**config.mk**
```make
export PLATFORM = sky130hd
export DESIGN_NAME = exe_stage
export DESIGN_NICKNAME = d
export VERILOG_FILES = /design/src/rtl/exe_stage.sv
export SDC_FILE = /design/constraint.sdc
export NUM_CORES = 1
export LEC_CHECK = 0
export ABC_AREA = 1
export CORE_MARGIN = 3
export CORE_UTILIZATION = 33
export CTS_CLUSTER_DIAMETER = 40
export DETAILED_ROUTE_END_ITERATION = 7
export HOLD_SLACK_MARGIN = 0.1
export PLACE_DENSITY_LB_ADDON = 0.3
export SLEW_MARGIN = 20
export SYNTH_ARGS = -nofsm -noshare
export SYNTH_HDL_FRONTEND = slang
export SYNTH_SLANG_ARGS = --single-unit
```
**constraint.sdc**
```tcl
create_clock -name clk -period 5.3 [get_ports clk]
set_clock_uncertainty 0.1 [all_clocks]
set_input_delay 0.795 -clock clk [delete_from_list [all_inputs] [get_ports clk]]
set_output_delay 0.795 -clock clk [all_outputs]
set_load 0.005 [all_outputs]
```
**src/rtl/exe_stage.sv**
```systemverilog
// exe_stage: ARM execute stage (Val2 shifter, ALU, branch target, NZCV register, EX/MEM register); `FORWARDING_EN muxes forwarded operands in
module exe_stage #(
  parameter int W = 32,
  parameter logic [3:0] SR_RST = 4'b0000
) (
  input  logic         clk,
  input  logic         rst,
  input  logic         freeze,
  input  logic         wb_en_in,
  input  logic         mem_r_en_in,
  input  logic         mem_w_en_in,
  input  logic [3:0]   exe_cmd,
  input  logic         b,
  input  logic         s,
  input  logic [W-1:0] pc,
  input  logic [W-1:0] val_rn,
  input  logic [W-1:0] val_rm,
  input  logic [11:0]  shift_operand,
  input  logic         imm,
  input  logic [23:0]  signed_imm_24,
  input  logic [3:0]   dest,
  input  logic [3:0]   sr_in,
  input  logic [1:0]   sel_src1,
  input  logic [1:0]   sel_src2,
  input  logic [W-1:0] mem_fwd_val,
  input  logic [W-1:0] wb_fwd_val,
  output logic         branch_taken,
  output logic [W-1:0] branch_addr,
  output logic [3:0]   sr,
  output logic         wb_en_out,
  output logic         mem_r_en_out,
  output logic         mem_w_en_out,
  output logic [W-1:0] alu_res,
  output logic [W-1:0] st_val,
  output logic [3:0]   dest_out
);
  logic [W-1:0] op1, op2, imm_ext, asr_v, val2, opb, res;
  logic [2*W-1:0] imm_dbl, reg_dbl;
  logic [4:0] sh;
  logic [3:0] cmd, flags;
  logic [W:0] sum;
  logic mem, is_add, is_sub, cin, ovf;
`ifdef FORWARDING_EN
  assign op1 = sel_src1 == 2'b01 ? mem_fwd_val : sel_src1 == 2'b10 ? wb_fwd_val : val_rn;
  assign op2 = sel_src2 == 2'b01 ? mem_fwd_val : sel_src2 == 2'b10 ? wb_fwd_val : val_rm;
`else
  logic unused_fwd;
  assign unused_fwd = ^{sel_src1, sel_src2, mem_fwd_val, wb_fwd_val};
  assign op1 = val_rn;
  assign op2 = val_rm;
`endif
  assign mem = mem_r_en_in | mem_w_en_in;
  assign imm_ext = W'(shift_operand[7:0]);
  assign imm_dbl = {imm_ext, imm_ext} >> {shift_operand[11:8], 1'b0};
  assign sh = shift_operand[11:7];
  assign reg_dbl = {op2, op2} >> sh;
  assign asr_v = $signed(op2) >>> sh;
  assign val2 = mem ? W'(shift_operand) :
                imm ? imm_dbl[W-1:0] :
                shift_operand[6:5] == 2'b00 ? op2 << sh :
                shift_operand[6:5] == 2'b01 ? op2 >> sh :
                shift_operand[6:5] == 2'b10 ? asr_v : reg_dbl[W-1:0];
  assign cmd = mem ? 4'b0010 : exe_cmd;
  assign is_add = cmd == 4'b0010 || cmd == 4'b0011;
  assign is_sub = cmd == 4'b0100 || cmd == 4'b0101;
  assign cin = cmd == 4'b0010 ? 1'b0 : cmd == 4'b0100 ? 1'b1 : sr_in[1];
  assign opb = is_sub ? ~val2 : val2;
  assign sum = {1'b0, op1} + {1'b0, opb} + (W+1)'(cin);
  assign res = (is_add || is_sub) ? sum[W-1:0] :
               cmd == 4'b0001 ? val2 :
               cmd == 4'b1001 ? ~val2 :
               cmd == 4'b0110 ? op1 & val2 :
               cmd == 4'b0111 ? op1 | val2 :
               cmd == 4'b1000 ? op1 ^ val2 : '0;
  assign ovf = (op1[W-1] == opb[W-1]) && (res[W-1] != op1[W-1]);
  assign flags = {res[W-1], res == '0, (is_add || is_sub) ? sum[W] : sr_in[1], (is_add || is_sub) ? ovf : sr_in[0]};
  assign branch_taken = b;
  assign branch_addr = pc + ({{(W-24){signed_imm_24[23]}}, signed_imm_24} << 2);
  always_ff @(posedge clk) begin
    if (rst) begin
      {wb_en_out, mem_r_en_out, mem_w_en_out} <= '0;
      alu_res <= '0;
      st_val <= '0;
      dest_out <= '0;
      sr <= SR_RST;
    end else if (!freeze) begin
      {wb_en_out, mem_r_en_out, mem_w_en_out} <= {wb_en_in, mem_r_en_in, mem_w_en_in};
      alu_res <= res;
      st_val <= op2;
      dest_out <= dest;
      if (s) sr <= flags;
    end
  end
endmodule

```
==> results of run 1 <==
## flip-flops by register name, indices dropped and copies added (netlist names)
signal        cells
st_val           32
mem_r_en_out      1
alu_res          32
wb_en_out         1
mem_w_en_out      1
dest_out          4
sr                4
## synthesized netlist by cell type, types with 14 or more instances
cell type / count / share of area
nor2_1: 279 / 0.074
buf_2: 47 / 0.017
ha_1: 124 / 0.11
and2_1: 21 / 0.0093
buf_4: 14 / 0.0074
a221oi_1: 20 / 0.012
nand2_1: 672 / 0.18
nand4_1: 14 / 0.0062
a21oi_1: 140 / 0.050
nand2_2: 47 / 0.021
nand3_1: 426 / 0.15
o211ai_1: 24 / 0.013
inv_1: 168 / 0.045
dfxtp_1: 75 / 0.11
o21ai_1: 28 / 0.0099
o21ai_0: 144 / 0.051
clkbuf_1: 56 / 0.015
xor2_1: 56 / 0.035
## timing repair
item	in CTS	in global routing
pin swaps	6	64
gates resized for setup	37	213
buffers inserted	1	18
cloned	0	4
endpoints found under the setup margin	5	26
## kinds of logic after synthesis
family	Yosys count
DFF	75
xor gates and xnor gates	65
buffers and inverters	316
muxes	1
AOI/OAI and AO/OA	412
adders and majority gates	127
and+or+nand+nor	1521
## worst paths after layout
kind / from / end / slack, ns / cells past startpoint
worst min-delay path: sr[1]$_SDFFE_PP0P_ / sr[1]$_SDFFE_PP0P_ / 0.37 / 2
worst max-delay path: shift_operand[5] / sr[2]$_SDFFE_PP0P_ / 0.21 / 34
worst max register to register: alu_res[10]$_SDFFE_PP0N_ / alu_res[10]$_SDFFE_PP0N_ / 4.46 / 2
worst min register to register: sr[1]$_SDFFE_PP0P_ / sr[1]$_SDFFE_PP0P_ / 0.37 / 2
## per-stage QoR
step                hold slack [ns]  setup TNS (ns)
detailed placement           0.3669          -5.828
finish                       0.3733               0
CTS                          0.3764      -0.0005684
global route                 0.4014        -0.05007
global placement             0.3627          -5.003
floorplan                    0.3552               0
## power by group through the flow
stage	sequential, uW	combinational [uW]	clock, uW
after global routing	640	2490	642
after global placement	646	2080	0
after floorplan	646	997	0
after CTS	635	2140	618
after detailed placement	647	2110	0
final	636	2300	608
## routing by layer
metal / share of wire / up-vias / global-route usage
li1: - / 9527 / -
met2: 0.45 / 822 / 0.4738
met4: 0.030 / 2 / 0.08098
met1: 0.45 / 9152 / 0.4072
met5: 0.00018 / - / 0
met3: 0.071 / 107 / 0.03497
## final cells by class
type | count | area, um^2
multi-input cells | 2126 | 12090
fillers | 4430 | 20850
well taps | 539 | 674.4
flip-flops and latches | 75 | 1501
clock buffers | 9 | 225.2
repair buffers | 689 | 6031
inverters | 181 | 691.9
repair inverters | 1 | 11.26
clock inverters | 6 | 57.56
## tightest hold or removal path, stage by stage, from the launching register on
cell	delay [ns]
dfxtp_1	0.31
nand2_1	0.06
a21oi_1	0.05
==> flow_summary.yaml, run 1 <==
run_status:
  status: "completed"
sta:
  setup_viol: 0
  worst_pin_slew_ns: 1.026
  relSlewSlack: 0.3153
  period_needed_ns: 5.086
  finalMaxSlewViolations: 0
  setup_slack_ns: 0.2137
  max_freq_ghz: 0.1966
  finalCritPeriodShare: 0.9597
  finalHoldViolCount: 0
detailed_routing:
  drcViolationCount: 0
  ant_nets: 0
  viasPerCell: 5.408
  post_drt_wl_per_cell_um: 19.43
  drtIter0Drc: 1951
  first_pass_iters: 6
  routed_wl_mm: 70.46
  vias: 19610
setup_path:
  crit_family: "simple AND/OR/NAND/NOR gates"
  critPathRequiredTime_ns: 5.48
  cp.arrival_ns: 5.26
  critPathSlowestCell: "clkdlybuf4s50_1"
  startpoint_type: "input pin"
  endpoint_kind: "flop"
  cp_common_cell: "nand2_1"
  cp_slowest_stage_delay_ns: 0.52
  cp_max_fo: 10
  path_buf_inv: 8
  crit_type: "in2reg"
grt:
  antenna_found_initial: 1
  grt_overflow_total: 0
  grtUsageTotal: 0.2914
  grt_pass1_wl_mm: 103.3
  grt_max_degree: 74
  grt_pass1_vias: 18260
floorplan:
  initial_core_util: 0.3348
  dieWidth_um: 212.8
  core_um2: 42130
  row_count: 75
  die-area_um2: 45270
  die_h_um: 212.8
  pin_count: 329
clock_tree:
  cts_hold_buf: 0
  cts.sinks: 75
  cts_max_level: 3
  clock_latency_ns: 0.34
  cts_root_buf: "clkbuf_16"
  clk_path_buf_depth: 2
  path_clk_slew_ns: 0.06
  cts_made_buffers: 9
  cts_tree: "built"
synthesis:
  synth_top_family_by_area: "simple AND/OR/NAND/NOR gates"
  synth-xor-area-share: 0.04035
  synthSimpleGateAreaFrac: 0.4737
  synth_cells: 2517
  yosys_warnings: 0
  synth-seq-area-share: 0.1064
  synth_fa_ha_area_frac: 0.1142
  syn_area_um2: 14110
  synth-seq-cells: 75
  synth_nets: 2865
  async_flop_share: 0
  synth_ff_type: "dfxtp_1"
  synthMuxAreaShare: 0.0007095
  netlist-cell-type-count: 58
  avgSynthCellArea_um2: 5.605
  synth_compound_area_frac: 0.1672
  synth_enable_flop_cells: 0
power_and_ir_drop:
  p_comb_frac: 0.649
  p_int_uw: 2004
  p_switching_uw: 1542
  p_sw_frac: 0.4350
  p_leak_uw: 0.01053
  p_total_uw: 3546
  seqPwrFrac: 0.179
  ir_worst_vdd_v: 0.0001498
  p_clk_frac: 0.171
  powerDensity_nw_per_um2: 166.6
layout:
  antenna_cells: 0
  final_core_util: 0.5052
  area_growth_pct: 50.88
  final_nets: 3431
  final_cell_mix: "nand2_1, buf_4, nand3_1"
  final_cells: 3626
  layout_commonest_cell: "nand2_1"
  final_area_um2: 21290
  drive_above_1_share: 0.2491
place:
  dp.cells: 3588
  dpl.hpwl_mm: 56.78
  portBuffers: 252
  placed_area_um2: 19900
  routabilityCongestion: 1.010
  place_ws_ns: -0.5477
run:
  drv_cap: 0
hold_path:
  min_path_type: "reg2reg"
(Power assumes the default switching activity.)
==> run 2: changes to the inputs <==
clock period = 5.7 ns   (was 5.3 ns; I/O delays follow)
==> flow_summary.yaml, run 2 (synthesis gave the netlist of run 1 again) <==
layout:
  drive_above_1_share: 0.1699
  final_core_util: 0.4687
  antenna_cells: 0
  top_regs: "alu_res: 32 flops, st_val: 32 flops"
  area_growth_pct: 39.99
  layout_commonest_cell: "nand2_1"
  nFillCells: 4458
  final_nets: 3321
  final_cell_mix: "nand2_1, nand3_1, buf_4"
setup_path:
  critPathRequiredTime_ns: 5.88
  rr_worst_depth: 2
  endpoint_kind: "flop"
  startpoint_type: "input pin"
  worst_r2r_endpoint: "alu_res[2]$_SDFFE_PP0N_"
  crit_type: "in2reg"
  cp_max_fo: 13
  r2r_start: "alu_res[2]$_SDFFE_PP0N_"
  cp.arrival_ns: 5.70
  reg2reg_setup_slack_ns: 4.90
power_and_ir_drop:
  seqPwrFrac: 0.180
  p_comb_frac: 0.600
  powerDensity_nw_per_um2: 165.9
  p_int_uw: 1906
  p_sw_frac: 0.4183
  p_leak_uw: 0.009832
  ir_worst_vdd_v: 0.0001354
  p_switching_uw: 1370
  p_clk_frac: 0.219
detailed_routing:
  first_pass_iters: 6
  routed_wl_mm: 68.29
  viasPerCell: 5.387
  drcViolationCount: 0
  ant_nets: 0
  vias: 18950
  post_drt_wl_per_cell_um: 19.42
  drtIter0Drc: 2185
clock_tree:
  cts_made_buffers: 9
  cts_max_level: 3
  cts_tree: "built"
  cts_root_buf: "clkbuf_16"
  clock_latency_ns: 0.34
  path_clk_slew_ns: 0.07
  clk_path_buf_depth: 2
  cts.sinks: 75
grt:
  grtUsageTotal: 0.2907
  grt_max_degree: 77
  grt_pass1_wl_mm: 102.6
  grt_pass1_vias: 17790
  grt_overflow_total: 0
  antenna_found_initial: 1
sta:
  rsz0062_at_grt: "yes"
  period_needed_ns: 5.513
  setup_viol: 0
  max_freq_ghz: 0.1814
  fin_setup_tns_ns: 0
  finalMaxSlewViolations: 0
  finalCritPeriodShare: 0.9673
  relSlewSlack: 0.2810
  worst_pin_slew_ns: 1.077
  finalHoldViolCount: 0
floorplan:
  initial_core_util: 0.3348
  pin_count: 329
  row_count: 75
  core_um2: 42130
  dieWidth_um: 212.8
  die_h_um: 212.8
  die-area_um2: 45270
hold_path:
  worstHoldEndpoint: "sr[1]$_SDFFE_PP0P_"
  worstHoldPathCells: 2
  min_from: "sr[1]$_SDFFE_PP0P_"
  min_path_type: "reg2reg"
place:
  routabilityCongestion: 0.9647
  dpl.hpwl_mm: 56.20
  portBuffers: 252
run:
  drv_cap: 0
run_status:
  status: "completed"
[run 2: cell type report]
| cell class | count | area (um^2) | share of cell area |
|---|---|---|---|
| inverters | 181 | 695.7 | 0.03522 |
| repair buffers | 580 | 5095 | 0.2580 |
| flip-flops and latches | 75 | 1501 | 0.07602 |
| clock buffers | 10 | 229.0 | 0.01159 |
| well taps | 539 | 674.4 | 0.03415 |
| clock inverters | 6 | 137.6 | 0.006969 |
| multi-input cells | 2126 | 11420 | 0.5781 |
[run 2: how the worst max path moves through the flow]
stage / from / endpoint / cells past startpoint
2_1_floorplan: shift_operand[8] / sr[2]$_SDFFE_PP0P_ / 32
3_3_place_gp: shift_operand[7] / sr[2]$_SDFFE_PP0P_ / 35
3_5_place_dp: shift_operand[7] / sr[2]$_SDFFE_PP0P_ / 34
4_1_cts: pc[2] / branch_addr[26] / 20
5_1_grt: shift_operand[7] / alu_res[26]$_SDFFE_PP0N_ / 33
6_report: shift_operand[7] / alu_res[26]$_SDFFE_PP0N_ / 28
[run 2: power by group through the flow]
| stage | clock (uW) | sequential (uW) | combinational [uW] |
|---|---|---|---|
| 6_report | 718 | 591 | 1970 |
| 5_1_grt | 749 | 595 | 2140 |
| 4_1_cts | 732 | 590 | 1920 |
| 3_5_place_dp | 0 | 602 | 1910 |
| 3_3_place_gp | 0 | 600 | 1890 |
| 2_1_floorplan | 0 | 601 | 927 |
[run 2: worst max-delay path, stage by stage]
cell	delay, ns
clkdlybuf4s50_1	0.50
buf_12	0.15
buf_12	0.14
nand2_1	0.08
and2_1	0.20
nand2_1	0.09
nand3_1	0.18
a21oi_2	0.26
o21ai_0	0.17
inv_1	0.10
nand3_1	0.12
nand2_1	0.19
nand2_2	0.08
xor2_1	0.17
ha_1	0.38
nand2_1	0.14
nor2_1	0.20
nand2_1	0.11
or2_2	0.31
o221ai_2	0.23
a21oi_1	0.12
or2_2	0.28
a21oi_1	0.16
nor2_2	0.09
buf_4	0.15
nand2_1	0.06
o211ai_1	0.09
inv_1	0.08
[run 2: layer usage]
metal,global-route usage,part of all wire,up-vias
li1,-,-,9295
met1,0.4045,0.45,8747
met2,0.4724,0.44,810
met3,0.04599,0.084,93
met4,0.06791,0.023,2
met5,0,0.00019,-
[run 2: metrics by stage]
| stage | instance area (um^2) | hold slack, ns | std cells | power [uW] | setup slack (ns) |
|---|---|---|---|---|---|
| final | 19750 | 0.3705 | 3517 | 3276 | 0.1866 |
| after global routing | 19750 | 0.3973 | 3517 | 3485 | -0.03700 |
| after CTS | 19540 | 0.3691 | 3514 | 3240 | 0.1071 |
| after detailed placement | 19170 | 0.3590 | 3498 | 2508 | -0.2377 |
| after global placement | 19170 | 0.3615 | 3498 | 2492 | -0.2308 |
| after floorplan | 14110 | 0.3552 | 2517 | 1528 | 1.021 |
[run 2: what timing repair did]
| item | in CTS | in global routing |
|---|---|---|
| setup buffers | 0 | 3 |
| hold buffers | 0 | 0 |
| endpoints found under the setup margin | 0 | 15 |
| gates resized for setup | 0 | 59 |
